<file path="src/rtl/wordle_pkg.sv">
// rtl/wordle_pkg.sv - Shared widths, feedback codes, scorer states and slice helper for the Wordle scorer
package wordle_pkg;

  localparam int LETTER_W = 8;
  localparam int WORD_LEN = 5;

  localparam logic [1:0] FB_GRAY   = 2'b00;
  localparam logic [1:0] FB_YELLOW = 2'b01;
  localparam logic [1:0] FB_GREEN  = 2'b10;

  typedef enum logic [1:0] {
    ST_IDLE   = 2'd0,
    ST_GREEN  = 2'd1,
    ST_YELLOW = 2'd2,
    ST_DONE   = 2'd3
  } scorer_state_e;

  // Position 0 sits in the most significant slice of a packed word.
  function automatic int slice_lsb(input int pos, input int width);
    return (WORD_LEN - 1 - pos) * width;
  endfunction

endpackage

</file>
<file path="src/rtl/wordle_guess_scorer_if.sv">
// rtl/wordle_guess_scorer_if.sv - Request/response bundle between the game state machine and the scorer
interface wordle_guess_scorer_if
  import wordle_pkg::*;
  ();

  logic                         guess_valid;
  logic                         guess_ready;
  logic [WORD_LEN*LETTER_W-1:0] guess;
  logic [WORD_LEN*LETTER_W-1:0] answer;
  logic [2*WORD_LEN-1:0]        result;
  logic                         result_valid;
  logic                         win;

  modport master (
    output guess_valid, guess, answer,
    input  guess_ready, result, result_valid, win
  );

  modport slave (
    input  guess_valid, guess, answer,
    output guess_ready, result, result_valid, win
  );

endinterface

</file>
<file path="src/rtl/wordle_match_finder.sv">
// rtl/wordle_match_finder.sv - Finds the lowest answer position holding a letter that is not yet claimed
module wordle_match_finder
  import wordle_pkg::*;
(
  input  logic [LETTER_W-1:0]          letter,
  input  logic [WORD_LEN*LETTER_W-1:0] answer,
  input  logic [WORD_LEN-1:0]          used,
  output logic                         found,
  output logic [WORD_LEN-1:0]          match_onehot
);

  always_comb begin
    found        = 1'b0;
    match_onehot = '0;
    for (int j = 0; j < WORD_LEN; j++) begin
      if (!found && !used[j] && (answer[slice_lsb(j, LETTER_W) +: LETTER_W] == letter)) begin
        found           = 1'b1;
        match_onehot[j] = 1'b1;
      end
    end
  end

endmodule

</file>
<file path="src/rtl/wordle_guess_scorer.sv">
// rtl/wordle_guess_scorer.sv - Wordle scorer: exact-match pass, then one guess position per cycle for misplaced letters
module wordle_guess_scorer
  import wordle_pkg::*;
(
  input  logic                 Clk,
  input  logic                 reset,
  wordle_guess_scorer_if.slave bus
);

  localparam int WORD_W = WORD_LEN * LETTER_W;
  localparam int IDX_W  = (WORD_LEN > 1) ? $clog2(WORD_LEN) : 1;
  localparam logic [IDX_W-1:0] LAST_IDX = IDX_W'(WORD_LEN - 1);

  scorer_state_e         state_q, state_d;
  logic [WORD_W-1:0]     guess_q, guess_d;
  logic [WORD_W-1:0]     answer_q, answer_d;
  logic [WORD_LEN-1:0]   green_q, green_d;
  logic [WORD_LEN-1:0]   used_q, used_d;
  logic [2*WORD_LEN-1:0] tag_q, tag_d;
  logic [2*WORD_LEN-1:0] result_q, result_d;
  logic [IDX_W-1:0]      idx_q, idx_d;
  logic                  result_valid_q, result_valid_d;
  logic                  win_q, win_d;

  logic [LETTER_W-1:0]   cur_letter;
  logic                  mf_found;
  logic [WORD_LEN-1:0]   mf_onehot;

  assign cur_letter = guess_q[slice_lsb(int'(idx_q), LETTER_W) +: LETTER_W];

  wordle_match_finder u_match_finder (
    .letter       (cur_letter),
    .answer       (answer_q),
    .used         (used_q),
    .found        (mf_found),
    .match_onehot (mf_onehot)
  );

  always_comb begin
    state_d        = state_q;
    guess_d        = guess_q;
    answer_d       = answer_q;
    green_d        = green_q;
    used_d         = used_q;
    tag_d          = tag_q;
    idx_d          = idx_q;
    result_d       = result_q;
    win_d          = win_q;
    result_valid_d = 1'b0;

    case (state_q)
      ST_IDLE: begin
        if (bus.guess_valid) begin
          guess_d  = bus.guess;
          answer_d = bus.answer;
          green_d  = '0;
          used_d   = '0;
          tag_d    = '0;
          state_d  = ST_GREEN;
        end
      end
      ST_GREEN: begin
        for (int i = 0; i < WORD_LEN; i++) begin
          green_d[i] = (guess_q[slice_lsb(i, LETTER_W) +: LETTER_W] ==
                        answer_q[slice_lsb(i, LETTER_W) +: LETTER_W]);
          tag_d[slice_lsb(i, 2) +: 2] = green_d[i] ? FB_GREEN : FB_GRAY;
        end
        // Greens claim their answer letters before any yellow search runs.
        used_d  = green_d;
        idx_d   = '0;
        state_d = ST_YELLOW;
      end
      ST_YELLOW: begin
        if (!green_q[idx_q]) begin
          if (mf_found) begin
            tag_d[slice_lsb(int'(idx_q), 2) +: 2] = FB_YELLOW;
            used_d = used_q | mf_onehot;
          end else begin
            tag_d[slice_lsb(int'(idx_q), 2) +: 2] = FB_GRAY;
          end
        end
        // Results load on the way into DONE so result_valid lines up with that cycle.
        if (idx_q == LAST_IDX) begin
          result_d       = tag_d;
          win_d          = &green_q;
          result_valid_d = 1'b1;
          state_d        = ST_DONE;
        end else begin
          idx_d = idx_q + IDX_W'(1);
        end
      end
      ST_DONE: begin
        state_d = ST_IDLE;
      end
      default: begin
        state_d = ST_IDLE;
      end
    endcase
  end

  always_ff @(posedge Clk) begin
    if (reset) begin
      state_q        <= ST_IDLE;
      guess_q        <= '0;
      answer_q       <= '0;
      green_q        <= '0;
      used_q         <= '0;
      tag_q          <= '0;
      idx_q          <= '0;
      result_q       <= '0;
      win_q          <= 1'b0;
      result_valid_q <= 1'b0;
    end else begin
      state_q        <= state_d;
      guess_q        <= guess_d;
      answer_q       <= answer_d;
      green_q        <= green_d;
      used_q         <= used_d;
      tag_q          <= tag_d;
      idx_q          <= idx_d;
      result_q       <= result_d;
      win_q          <= win_d;
      result_valid_q <= result_valid_d;
    end
  end

  assign bus.guess_ready  = (state_q == ST_IDLE);
  assign bus.result       = result_q;
  assign bus.result_valid = result_valid_q;
  assign bus.win          = win_q;

endmodule

</file>
<file path="src/flat_wrapper.sv">
// flat-port wrapper written by rule: the top's interface ports become plain ports
module wordle_guess_scorer_flat import wordle_pkg::*;
  (Clk, reset, bus_guess_valid, bus_guess, bus_answer, bus_guess_ready, bus_result, bus_result_valid, bus_win);
  wordle_guess_scorer_if bus_i ();
  input  logic Clk;
  input  logic reset;
  input wire logic [$bits(bus_i.guess_valid)-1:0] bus_guess_valid;
  input wire logic [$bits(bus_i.guess)-1:0] bus_guess;
  input wire logic [$bits(bus_i.answer)-1:0] bus_answer;
  output wire logic [$bits(bus_i.guess_ready)-1:0] bus_guess_ready;
  output wire logic [$bits(bus_i.result)-1:0] bus_result;
  output wire logic [$bits(bus_i.result_valid)-1:0] bus_result_valid;
  output wire logic [$bits(bus_i.win)-1:0] bus_win;
  assign bus_i.guess_valid = bus_guess_valid;
  assign bus_i.guess = bus_guess;
  assign bus_i.answer = bus_answer;
  assign bus_guess_ready = bus_i.guess_ready;
  assign bus_result = bus_i.result;
  assign bus_result_valid = bus_i.result_valid;
  assign bus_win = bus_i.win;
  wordle_guess_scorer u_core (.Clk(Clk), .reset(reset), .bus(bus_i));
endmodule
</file>
<file path="config.mk">
export PLATFORM = sky130hd
export DESIGN_NAME = wordle_guess_scorer_flat
export DESIGN_NICKNAME = d
export VERILOG_FILES = /design/src/rtl/wordle_pkg.sv /design/src/rtl/wordle_guess_scorer_if.sv /design/src/rtl/wordle_match_finder.sv /design/src/rtl/wordle_guess_scorer.sv /design/src/flat_wrapper.sv
export SDC_FILE = /design/constraint.sdc
export NUM_CORES = 1
export LEC_CHECK = 0
export CORE_UTILIZATION = 50
export CTS_CLUSTER_DIAMETER = 50
export DETAILED_ROUTE_END_ITERATION = 10
export MAX_ROUTING_LAYER = met4
export PLACE_DENSITY = 0.75
export SYNTH_ARGS = -nofsm -noshare
export SYNTH_HDL_FRONTEND = slang
export SYNTH_HIERARCHICAL = 1
export SYNTH_SLANG_ARGS = --single-unit
</file>
<file path="constraint.sdc">
create_clock -name Clk -period 6.1 [get_ports Clk]
set_clock_uncertainty 0.2 [all_clocks]
set_input_delay 1.22 -clock Clk [delete_from_list [all_inputs] [get_ports Clk]]
set_output_delay 1.22 -clock Clk [all_outputs]
set_load 0.005 [all_outputs]
</file>
==> results.sh, run 1 <==
export IMPL_die_x_microns=112
export IMPL_avgSynthCellArea_sq_um=7.92
export IMPL_holdBufCountCts=0
export IMPL_root_buffer="clkbuf_16"
export IMPL_drt_initial_drc_count=426
export IMPL_hold_viol=0
export IMPL_syn_to_final_growth_pct=27.4
export IMPL_synth_seq_cells=117
export IMPL_initial_utilization=0.521
export IMPL_ios=96
export IMPL_crit_slowest_cell="ha_1"
export IMPL_syn_area_sq_um=6050
export IMPL_grt_overflow=0
export IMPL_finalSetupViolations=0
export IMPL_cp_endpoint="u_core/used_q[4]"
export IMPL_worstSetupEndpointType="flop"
export IMPL_ir_worst_vdd_mv=0.241
export IMPL_post_place_cells=960
export IMPL_die_area_sq_um=12500
export IMPL_hold_path_class="flop to flop"
export IMPL_worstSetupStartpoint="u_core/idx_q[0]"
export IMPL_grt_setup_unrepaired="no"
export IMPL_antenna_cells=0
export IMPL_r2r_cells=14
export IMPL_status="complete, but fails checks"
export IMPL_drv_slew=0
export IMPL_finalCritPeriodShare=0.839
export IMPL_hold_ws_ns=0.249
export IMPL_rrSetupSlack_ns=0.98
export IMPL_r2r_start="u_core/idx_q[0]"
export IMPL_grt_antenna_before_repair=0
export IMPL_fp_coreArea_sq_um=11600
export IMPL_path_max_fanout=26
export IMPL_cts_max_path_buffers=2
export IMPL_synth_top_cell_area_share=0.387
export IMPL_grt_usage=0.302
export IMPL_ys_top_cells_by_count="nand2_1, dfxtp_1, a21oi_1"
export IMPL_reg2reg_to="u_core/used_q[4]"
export IMPL_first_global_vias=5646
export IMPL_htreeDepth=4
export IMPL_wire_per_inst_microns=17.6
export IMPL_fin_crit_ns=5.12
export IMPL_num_rows=39
export IMPL_power_density_nw_per_um2=444
export IMPL_max_freq_ghz=0.195
export IMPL_ys_top_cells_by_area="dfxtp_1, nand2_1, xnor2_1, a21oi_1, xor2_1"
export IMPL_wl_microns=17500
export IMPL_port_buffers=95
export IMPL_yosys_warnings=6
export IMPL_stdcell_count=992
export IMPL_routed_via_density=5.64
export IMPL_synth_edf_count=0
export IMPL_syn_nets=858
export IMPL_gp_congestion=0.939
export IMPL_slew_headroom=0.0799
export IMPL_drive_gt1_frac=0.0836
export IMPL_worstMarginPinSlew_ns=1.37
export IMPL_syn_inst=764
export IMPL_cts_resized=0
export IMPL_maxCapViolations=0
export IMPL_ys_seq_area_frac=0.387
export IMPL_path_class="flop to flop"
export IMPL_cts_buffers=17
export IMPL_dpl_hpwl_microns=12900
export IMPL_setup_tns_ns=0
export IMPL_grt_pass1_wl_microns=28400
export IMPL_cts_tree="done"
export IMPL_postCtsSetupBuffers=0
export IMPL_nets=930
export IMPL_vias=5590
export IMPL_cp_arrival_ns=5.23
export IMPL_worstPathCellList="inv_1 > ha_1 > a221oi_1 > o31ai_1 > buf_4 > xnor2_1 > nand3_1 > or4_4 > nand2_2 > or3b_1 > inv_1 > o31ai_1 > a21oi_1 > a22o_1"
export IMPL_p_leak_nw=2.85
export IMPL_cp_depth=14
export IMPL_cp_required_ns=6.21
export IMPL_critPathBufInv=3
export IMPL_clk_insertion_delay_late_ns=0.42
export IMPL_async_flop_share=0
export IMPL_start_kind="flop"
export IMPL_synth_largest_area_cell="dfxtp_1"
export IMPL_violations="design-rule violations"
export IMPL_synthMostInstantiatedCell="nand2_1"
export IMPL_cts_sinks=117
export IMPL_critPathMaxStageDelay_ns=0.88
export IMPL_firstDrtPassIters=8
export IMPL_ant_nets=0
export IMPL_drcViolationCount=3
export IMPL_hold_depth=2
export IMPL_cpLargestDelayFamily="compound AO/OA/AOI/OAI gates"
export IMPL_synth_distinct_cells=60
export IMPL_die_h_microns=112
export IMPL_clkTransAtPathRegs_ns=0.05
export IMPL_grt_max_degree=81
export IMPL_yosys_most_used_dff="dfxtp_1"
how the worst min path moves through the flow:
stage / to / slack [ns] / start
global placement: u_core/tag_q[7] / 0.24 / u_core/tag_q[7]
CTS: u_core/bus.result[1] / 0.26 / u_core/bus.result[1]
detailed placement: u_core/bus.result[1] / 0.25 / u_core/bus.result[1]
global route: u_core/bus.win / 0.27 / u_core/bus.win
floorplan: u_core/tag_q[7] / 0.23 / u_core/tag_q[7]
finish: u_core/bus.result[1] / 0.25 / u_core/bus.result[1]
layer usage:
metal	up-vias	GRT usage	routed length (microns)
met5	-	-	0
li1	2732	-	-
met2	148	0.511	8730
met1	2679	0.342	7590
met4	0	0.125	461
met3	31	0.0713	704
logic make-up after synthesis:
kind of cell	Yosys count	share of synthesized area
AO/OA/AOI/OAI	164	0.163
XOR/XNOR	83	0.126
adder cells (fa/ha/maj)	11	0.0228
buffers and inverters	65	0.0492
flip-flops	117	0.387
multiplexers	9	0.0159
AND/OR/NAND/NOR	315	0.237
flip-flops by register name, summed over array words and instances, names as in the netlist:
register,cells
u_core/answer_q,40
u_core/guess_q,40
u_core/bus.win,1
u_core/tag_q,10
u_core/idx_q,3
u_core/green_q,5
u_core/bus.result_valid,1
u_core/bus.result,10
u_core/used_q,5
u_core/state_q,2
area by class of cell:
class                           count  area [sq um]
Clock inverter                     12           224
Timing Repair Buffer              108          1050
Clock buffer                       20           467
Tap cell                          143           179
Fill cell                         980          3910
Inverter                           10          37.5
Multi-Input combinational cell    582          3410
Sequential cell                   117          2340
metrics by stage:
stage           util  worst slack (ns)  area [sq um]  total power [W]
6_report       0.664             0.984          7710          0.00342
4_1_cts        0.664              1.07          7710          0.00342
3_5_place_dp   0.604              1.08          7020          0.00226
5_1_grt        0.664             0.624          7710          0.00361
3_3_place_gp   0.604              1.24          7020          0.00223
2_1_floorplan      -              1.98          6050          0.00192
layout by cell type, fill, tap and decap left out, types with 4 or more instances in the layout:
master           count
o21ai_0              4
nand3_1             13
ha_1                11
clkbuf_16           17
nor4_1               5
o211ai_1             4
buf_4               14
nor2_1              31
a22o_1               6
o31ai_1              9
nand4_1             16
a21oi_1            106
xnor2_1             62
a21o_1               5
dfxtp_1            117
nor2b_1              4
clkdlybuf4s50_1     94
xor2_1              18
a31oi_1              5
mux2i_1              7
a221oi_1             8
nand2_1            205
nor3_1               6
bufinv_16            6
inv_1               10
tightest hold or removal path: cells and delay by family, from the launching register on:
family	cells	cell delay, ns
simple gates	1	0.05
compound gates	1	0.05
flops	1	0.30
power by group:
group          total [W]  internal [W]  leakage (nW)  switching (W)
registers        0.00103      0.000879         0.955       0.000154
clock network    0.00116      0.000798         0.336       0.000361
logic            0.00123      0.000501          1.56       0.000729
total            0.00342       0.00218          2.85        0.00124
Note: power is estimated with default switching activity, not from simulation.
==> inputs of run 2 (changes only) <==
--- a/config.mk
+++ b/config.mk
@@ -5,11 +5,11 @@
 export SDC_FILE = /design/constraint.sdc
 export NUM_CORES = 1
 export LEC_CHECK = 0
-export CORE_UTILIZATION = 50
+export CORE_UTILIZATION = 49
 export CTS_CLUSTER_DIAMETER = 50
 export DETAILED_ROUTE_END_ITERATION = 10
 export MAX_ROUTING_LAYER = met4
-export PLACE_DENSITY = 0.75
+export PLACE_DENSITY = 0.77
 export SYNTH_ARGS = -nofsm -noshare
 export SYNTH_HDL_FRONTEND = slang
 export SYNTH_HIERARCHICAL = 1
==> constraint.sdc (replaced) <==
create_clock -name Clk -period 4.38 [get_ports Clk]
set_clock_uncertainty 0.2 [all_clocks]
set_input_delay 0.876 -clock Clk [delete_from_list [all_inputs] [get_ports Clk]]
set_output_delay 0.876 -clock Clk [all_outputs]
set_load 0.005 [all_outputs]
==> run 2 against run 1 <==
Register-to-register slack got worse by 0.72 ns. Wire length decreased by 5.4%. Critical path type unchanged. Clock-buffer cell count grew 2. Maximum frequency grew 24%. The run now ends clean. First-iteration DRC count rose by 0.94%.
==> results.sh, run 2 (synthesis gave the netlist of run 1 again) <==
export IMPL_status="finished clean"
export IMPL_hold_ws_ns=0.252
export IMPL_path_max_fanout=25
export IMPL_drcViolationCount=0
export IMPL_ant_nets=0
export IMPL_nets=936
export IMPL_fin_crit_ns=4.12
export IMPL_hold_path_class="flop to flop"
export IMPL_worstSetupStartpoint="u_core/idx_q[0]"
export IMPL_die_x_microns=113
export IMPL_wire_per_inst_microns=16.5
export IMPL_post_place_cells=970
export IMPL_antenna_cells=0
export IMPL_wl_microns=16500
export IMPL_drv_slew=0
export IMPL_cp_arrival_ns=4.23
export IMPL_start_kind="flop"
export IMPL_power_frac_seq=0.311
export IMPL_drt_initial_drc_count=430
export IMPL_setup_tns_ns=0
export IMPL_htreeDepth=4
export IMPL_holdBufCountCts=0
export IMPL_final_cell_mix="nand2_1, dfxtp_1, a21oi_1, clkdlybuf4s50_1, xnor2_1"
export IMPL_r2r_cells=15
export IMPL_vias=5549
export IMPL_pwr_share_clk=0.310
export IMPL_routed_via_density=5.54
export IMPL_grt_pass1_wl_microns=26600
export IMPL_grt_usage=0.279
export IMPL_p_leak_nw=2.83
export IMPL_ios=96
export IMPL_num_rows=40
export IMPL_power_density_nw_per_um2=596
export IMPL_intPower_w=0.00290
export IMPL_dpl_instance_area_sq_um=7070
export IMPL_grt_max_degree=117
export IMPL_switchingPower_w=0.00168
export IMPL_drive_gt1_frac=0.0842
export IMPL_clk_insertion_delay_late_ns=0.42
export IMPL_rrSetupSlack_ns=0.26
export IMPL_postCtsSetupBuffers=0
export IMPL_r2r_start="u_core/idx_q[0]"
export IMPL_cts_tree="done"
export IMPL_finalSetupViolations=0
export IMPL_finalCritPeriodShare=0.941
export IMPL_root_buffer="clkbuf_16"
export IMPL_grt_antenna_before_repair=0
export IMPL_initial_utilization=0.504
export IMPL_stdcell_count=1002
export IMPL_syn_to_final_growth_pct=26.7
export IMPL_grt_setup_unrepaired="no"
export IMPL_reg2reg_to="u_core/used_q[4]"
export IMPL_port_buffers=95
export IMPL_path_class="flop to flop"
export IMPL_die_area_sq_um=12800
export IMPL_layout_commonest_cell="nand2_1"
export IMPL_cts_buffers=17
export IMPL_cts_max_path_buffers=2
export IMPL_combPwrFrac=0.379
export IMPL_cts_sinks=117
export IMPL_ir_worst_vdd_mv=0.364
export IMPL_die_h_microns=113
export IMPL_slew_headroom=0.191
export IMPL_cp_endpoint="u_core/used_q[4]"
export IMPL_setup_ws_ns=0.260
export IMPL_firstDrtPassIters=5
export IMPL_first_global_vias=5399
export IMPL_worstSetupEndpointType="flop"
export IMPL_post_route_cell_area_sq_um=7670
export IMPL_reg_top3="u_core/answer_q (40), u_core/guess_q (40)"
export IMPL_maxCapViolations=0
export IMPL_hold_viol=0
export IMPL_dpl_hpwl_microns=12100
export IMPL_multi_input_area_sq_um=3410
export IMPL_max_freq_ghz=0.243
export IMPL_pre_cts_ws_ns=0.342
export IMPL_gp_congestion=0.925
export IMPL_cp_required_ns=4.49
export IMPL_switching_share=0.367
export IMPL_grt_overflow=0
export IMPL_regArea_sq_um=2340
export IMPL_fp_coreArea_sq_um=12000
export IMPL_cts_resized=0
export IMPL_worstMarginPinSlew_ns=1.20
export IMPL_nFillCells=1066
export IMPL_clkTransAtPathRegs_ns=0.05
## run 2: cell count changes in the layout (fill, tap and decap cells not counted)
cell | before | now
clkinv_4 | 3 | 0
clkinv_2 | 2 | 4
clkbuf_8 | 3 | 0
buf_4 | 14 | 20
clkbuf_1 | 0 | 5
clkinvlp_4 | 1 | 2
bufinv_16 | 6 | 4
## run 2: worst max-delay path, cell delays in order, from the launching register on
cell	delay (ns)
dfxtp_1	0.49
inv_1	0.16
ha_1	0.34
buf_4	0.24
a221oi_1	0.47
o31ai_1	0.14
buf_4	0.20
xnor2_1	0.15
nand3_1	0.12
or4_4	0.52
nand2_2	0.09
or3b_1	0.12
inv_1	0.06
o31ai_1	0.22
a21oi_1	0.18
a22o_1	0.31
## run 2: worst min path at each step
stage                    start               to  slack [ns]  depth (start not counted)
2_1_floorplan  u_core/tag_q[7]  u_core/tag_q[7]        0.23                          1
3_3_place_gp   u_core/tag_q[7]  u_core/tag_q[7]        0.24                          1
3_5_place_dp   u_core/tag_q[7]  u_core/tag_q[7]        0.24                          1
4_1_cts        u_core/tag_q[7]  u_core/tag_q[7]        0.26                          1
5_1_grt        u_core/tag_q[7]  u_core/tag_q[7]        0.27                          1
6_report       u_core/tag_q[7]  u_core/tag_q[7]        0.25                          1
## run 2: power groups by stage
stage | sequential [W] | combinational (W) | clock, W
6_report | 0.00142 | 0.00173 | 0.00142
3_3_place_gp | 0.00144 | 0.00168 | 0
3_5_place_dp | 0.00144 | 0.00171 | 0
4_1_cts | 0.00142 | 0.00172 | 0.00143
5_1_grt | 0.00144 | 0.00191 | 0.00149
2_1_floorplan | 0.00137 | 0.00131 | 0
## run 2: final cells by class
cell class,count,share of cell area
multi-input combinational,582,0.445
sequential,117,0.305
timing repair buffer,114,0.142
clock buffer,22,0.0579
tap,147,0.0240
clock inverter,10,0.0202
inverter,10,0.00490
## run 2: stage by stage
stage | util | total power, W
after floorplan | - | 0.00268
after global placement | 0.588 | 0.00311
after detailed placement | 0.588 | 0.00315
after CTS | 0.638 | 0.00458
after global routing | 0.638 | 0.00484
final | 0.638 | 0.00457
## run 2: routing by layer
metal	GRT usage	part of all wire	up-vias
met5	-	0	-
met4	0.0965	0.024	0
met3	0.0691	0.046	28
met2	0.484	0.51	168
met1	0.313	0.42	2613
li1	-	-	2740
==> inputs of run 3 (changes only) <==
--- a/config.mk
+++ b/config.mk
@@ -10,6 +10,7 @@
 export DETAILED_ROUTE_END_ITERATION = 10
 export MAX_ROUTING_LAYER = met4
 export PLACE_DENSITY = 0.77
+export SKIP_LAST_GASP = 1
 export SYNTH_ARGS = -nofsm -noshare
 export SYNTH_HDL_FRONTEND = slang
 export SYNTH_HIERARCHICAL = 1
==> results of run 3 <==
The final DEF is identical to that of run 2; final timing and power are the same.
